`config.mk`:
```
export PLATFORM = sky130hd
export DESIGN_NAME = game_mode_ctrl
export DESIGN_NICKNAME = d
export VERILOG_FILES = /design/src/rtl/game_mode_ctrl.sv
export SDC_FILE = /design/constraint.sdc
export NUM_CORES = 1
export LEC_CHECK = 0
export BUFFER_PORTS_ARGS = -buffer_cell sky130_fd_sc_hd__buf_2
export CORE_MARGIN = 2
export CORE_UTILIZATION = 46
export CTS_CLUSTER_DIAMETER = 100
export DETAILED_ROUTE_END_ITERATION = 10
export HOLD_SLACK_MARGIN = 0.1
export PLACE_DENSITY = 0.66
export SYNTH_ARGS = -nofsm -noshare
export SYNTH_HDL_FRONTEND = slang
export SYNTH_SLANG_ARGS = --single-unit
```
`constraint.sdc`:
```
create_clock -name CLOCK_50 -period 3.85 [get_ports CLOCK_50]
set_input_delay 0.1925 -clock CLOCK_50 [delete_from_list [all_inputs] [get_ports CLOCK_50]]
set_output_delay 0.1925 -clock CLOCK_50 [all_outputs]
set_load 0.05 [all_outputs]
```
`src/rtl/game_mode_ctrl.sv`:
```
// Game-mode sequencer: MENU / INGAME / PAUSE / ENDGAME / LEADERBOARD with level progression and win/lose result.
// All outputs are registered alongside the state and reflect inputs sampled on the previous rising edge.
module game_mode_ctrl #(
    parameter int NUM_LEVELS   = 4,
    parameter int ENDGAME_HOLD = 50000000,
    parameter int HOLD_W       = 26
) (
    input  logic       CLOCK_50,
    input  logic       resetn,
    input  logic       userquit,
    input  logic       keytobegin,
    input  logic       keypause,
    input  logic       levelClear,
    input  logic       gameOver,
    output logic       ingameOn,
    output logic       paused,
    output logic       showLeaderboard,
    output logic       win,
    output logic [3:0] level,
    output logic [3:0] hex0holder
);

    typedef enum logic [2:0] {
        S_MENU    = 3'd0,
        S_INGAME  = 3'd1,
        S_ENDGAME = 3'd2,
        S_PAUSE   = 3'd3,
        S_LEADER  = 3'd4
    } state_t;

    localparam logic [3:0]        LAST_LEVEL = 4'(NUM_LEVELS - 1);
    localparam logic [HOLD_W-1:0] HOLD_LAST  = HOLD_W'(ENDGAME_HOLD - 1);

    state_t            state_q, state_d;
    logic [3:0]        level_q, level_d;
    logic              win_q, win_d;
    logic [HOLD_W-1:0] hold_q, hold_d;
    logic              prev_begin_q, prev_pause_q;
    logic              ingame_q, paused_q, leader_q;
    logic [3:0]        hex_q;
    logic              begin_rise, pause_rise;

    assign begin_rise = keytobegin & ~prev_begin_q;
    assign pause_rise = keypause & ~prev_pause_q;

    always_comb begin
        state_d = state_q;
        level_d = level_q;
        win_d   = win_q;
        hold_d  = '0;
        if (userquit) begin
            state_d = S_MENU;
            level_d = '0;
            win_d   = 1'b0;
        end else begin
            case (state_q)
                S_MENU: begin
                    if (begin_rise) begin
                        state_d = S_INGAME;
                        level_d = '0;
                        win_d   = 1'b0;
                    end
                end
                S_INGAME: begin
                    if (gameOver) begin
                        state_d = S_ENDGAME;
                        win_d   = 1'b0;
                    end else if (levelClear) begin
                        if (level_q == LAST_LEVEL) begin
                            state_d = S_ENDGAME;
                            win_d   = 1'b1;
                        end else begin
                            level_d = level_q + 4'd1;
                        end
                    end else if (pause_rise) begin
                        state_d = S_PAUSE;
                    end
                end
                S_PAUSE: begin
                    if (pause_rise) begin
                        state_d = S_INGAME;
                    end
                end
                S_ENDGAME: begin
                    // hold_q counts completed ENDGAME cycles; leave on the last one
                    if (hold_q == HOLD_LAST) begin
                        state_d = S_LEADER;
                    end else begin
                        hold_d = hold_q + 1'b1;
                    end
                end
                S_LEADER: begin
                    if (begin_rise) begin
                        state_d = S_MENU;
                        level_d = '0;
                        win_d   = 1'b0;
                    end
                end
                default: begin
                    state_d = S_MENU;
                    level_d = '0;
                    win_d   = 1'b0;
                end
            endcase
        end
    end

    // History registers reset high so a key held through reset needs a fresh press
    always_ff @(posedge CLOCK_50 or negedge resetn) begin
        if (!resetn) begin
            state_q      <= S_MENU;
            level_q      <= '0;
            win_q        <= 1'b0;
            hold_q       <= '0;
            prev_begin_q <= 1'b1;
            prev_pause_q <= 1'b1;
            ingame_q     <= 1'b0;
            paused_q     <= 1'b0;
            leader_q     <= 1'b0;
            hex_q        <= 4'd0;
        end else begin
            state_q      <= state_d;
            level_q      <= level_d;
            win_q        <= win_d;
            hold_q       <= hold_d;
            prev_begin_q <= keytobegin;
            prev_pause_q <= keypause;
            ingame_q     <= (state_d == S_INGAME);
            paused_q     <= (state_d == S_PAUSE);
            leader_q     <= (state_d == S_LEADER);
            hex_q        <= {1'b0, state_d};
        end
    end

    assign ingameOn        = ingame_q;
    assign paused          = paused_q;
    assign showLeaderboard = leader_q;
    assign win             = win_q;
    assign level           = level_q;
    assign hex0holder      = hex_q;

endmodule

```
==> qor.log <==
qor: timing.clock-skew-final 4.03 ps
qor: outcome.outcome complete, no violations
qor: power.power.density 349 mW/mm^2
qor: place.detailedPlacementHpwl 2.40 mm
qor: floorplanning.die_area 0.00484 sq mm
qor: detailed_routing.vias_per_cell 5.37
qor: clock_network.cts.sinks 39
qor: yosys.syn-mean-instance-area 9.85 sq um
qor: timing.timing.final.hold_violations 0
qor: setup_path.worstPathMaxFanout 26
qor: finish.share_of_cells_above_drive_strength_1 0.145
qor: power.power.leakage 0.917 nW
qor: setup_path.ff2ff_setup_slack 1500 ps
qor: floorplanning.horizontal_die_dimension 69.6 um
qor: hold_path.worstHoldPathType input pin to flip-flop
qor: finish.num-nets-final 229
qor: floorplanning.initial_core_utilization 0.488
qor: grt.global_route.overflow_total 0
qor: grt.grt.total_usage 0.160
qor: clock_network.path_clk_slew 70 ps
qor: detailed_routing.routed-via-count 1,454
qor: finish.number_of_antenna_cells_inserted 0
qor: finish.layout.cells.most_common_list nor2_1 (38), dfrtp_1 (37), xor2_1 (17), buf_2 (17)
qor: hold_path.worst_hold_path.endpoint level[1]
qor: timing.timing_worst_slew_pin_value 852 ps
qor: detailed_routing.first_pass_iters 4
qor: clock_network.tritoncts yes
qor: finish.filler_cell_count 375
qor: hold_path.min_delay_path_depth 2
qor: setup_path.critical_path.endpoint_type flip-flop
qor: clock_network.cts-htree-levels 2
qor: timing.max_clock_freq 426 MHz
qor: timing.fin_tns_setup 0 ps
qor: yosys.synthesis.yosys.warnings 0
qor: detailed_routing.postRouteAntennaNets 0
qor: clock_network.maximum_clock_path_buffer_count 2
qor: clock_network.cts_root_buf clkbuf_8
qor: timing.report.final.setup_viol 0
qor: power.vdd_drop_max 0.229 mV
qor: clock_network.cts-resized-gates 0
qor: yosys.yosysUniqueCellTypes 40
qor: setup_path.critical_path_class flip-flop to flip-flop
qor: yosys.synthesis.nets 210
qor: yosys.synth-async-reset-ratio 1.00
qor: timing.final_min_period_over_clock_period 0.610
qor: place.port_buffers 17
qor: timing.rsz0062_at_grt false
qor: floorplanning.placement_rows 23
qor: timing.final_period_minus_worst_setup_slack 2350 ps
qor: setup_path.cp-start-kind flip-flop
qor: setup_path.crit_arrival 2480 ps
qor: floorplanning.boundaryPins 19
qor: grt.grt_pass1_wl 6.32 mm
qor: grt.antenna_found_initial 0
qor: detailed_routing.drt-initial-drc-count 63
qor: setup_path.critical_path_required 3980 ps
qor: detailed_routing.overall_routed_net_length 3.50 mm
qor: timing.fin_max_slew_vios 0
qor: detailed_routing.detail_route.drc_violations 0
qor: finish.layout_commonest_cell nor2_1
qor: hold_path.worst_min_path_start userquit
qor: grt.via_count_of_the_first_global_routing_pass 1,459
qor: floorplanning.placeableCoreArea 0.00406 sq mm
qor: floorplanning.height_of_the_die 69.6 um
qor: run.maximum_capacitance_violations 0
qor: setup_path.crit-reg2reg-launch hold_q[0]
qor: clock_network.cts_buffer_count 5
qor: finish.core_utilization_of_the_finished_layout 0.540
qor: timing.slew-limit-headroom 0.432
qor: yosys.synth_seq_area_share 0.494
qor: yosys.synth_enable_flop_cells 0
qor: grt.largest_net_degree_at_the_start_of_global_routing 40
qor: setup_path.regToRegEndpoint hold_q[23]
qor: yosys.synthesis.instances 201
qor: yosys.synthesis.area 0.00198 sq mm
qor: finish.area_growth_syn_to_layout 10.7%
qor: clock_network.clkLatencyLatePin 280 ps
qor: place.globalplace.congestion 0.739
qor: yosys.dominantRegCellSynth dfrtp_1
qor: detailed_routing.routedWlPerCell 12.9 um
qor: yosys.yosys_register_bits 39
qor: setup_path.worst_r2r_path_depth 6
[area by class of cell]
type                       count  area [sq um]  area share
sequential                    39           978       0.447
clock buffer                   8           100      0.0457
tap                           50          62.6      0.0286
inverter                       3          11.3     0.00514
multi-input combinational    151           923       0.421
timing repair buffer          20           115      0.0525
[timing repair]
item | CTS | global route
setup buffers | 0 | 0
hold buffers | 3 | 0
setup endpoints to repair | 0 | 0
endpoints found under the hold margin | 39 | 0
[power breakdown]
| part | total (W) | internal (W) | switching, W |
|---|---|---|---|
| Sequential | 0.000418 | 0.000414 | 0.00000437 |
| Combinational | 0.0000508 | 0.0000143 | 0.0000365 |
| Clock | 0.000296 | 0.000163 | 0.000133 |
[stage by stage]
step	total power [W]	hold slack (ps)	cells	instance area, sq um	worst slack [ps]
after global routing	0.000795	225	271	2190	1230
after floorplan	0.000459	-103	201	1980	1910
after detailed placement	0.000476	317	260	2060	1460
final	0.000766	226	271	2190	1500
after CTS	0.000776	210	271	2190	1440
after global placement	0.000475	317	260	2060	1590
[flip-flops by register name, summed over array words and instances (netlist names)]
name             cells
prev_begin_q         1
showLeaderboard      1
ingameOn             1
level                4
win                  1
hex0holder           3
prev_pause_q         1
hold_q              26
paused               1
[cells in the mapped netlist (all sizes together) (5+ instances only)]
cell type | number | share of area
nor2 | 38 | 0.072
dfrtp | 37 | 0.47
xor2 | 17 | 0.075
nand3 | 12 | 0.033
nand2 | 11 | 0.021
nand4 | 9 | 0.028
xnor2 | 9 | 0.040
a21oi | 7 | 0.020
buf | 7 | 0.032
nor3 | 6 | 0.015
and3 | 5 | 0.016
[routing by layer]
layer  track usage  part of all wire
met4        0.0523            0.0071
met1         0.204              0.47
met3        0.0363             0.039
met5             0                 0
met2         0.269              0.49
[critical path, stage by stage, from the launching register on]
cell     delay (ps)
dfrtp_1         380
ha_1            210
and4_1          330
nand3_2         120
o31ai_1         310
or3_1           710
nor2_1          120
[worst max-delay path by stage]
stage                       start  slack (ps)  depth (start not counted)    endpoint
floorplan           hex0holder[1]        1910                          7  hold_q[11]
global placement        hold_q[0]        1590                          6  hold_q[20]
detailed placement      hold_q[0]        1460                          6  hold_q[23]
global route            hold_q[0]        1230                          6  hold_q[25]
CTS                     hold_q[0]        1440                          6  hold_q[23]
finish                  hold_q[0]        1500                          6  hold_q[23]
[kinds of logic after synthesis]
kind of cell / synth area share
flip-flops: 0.494
adder cells (fa/ha/maj): 0.0126
XOR/XNOR: 0.115
other: 0.00189
AND/OR/NAND/NOR: 0.284
buffers and inverters: 0.0392
AO/OA/AOI/OAI: 0.0531
No activity file was read; power rests on OpenSTA's default activity.
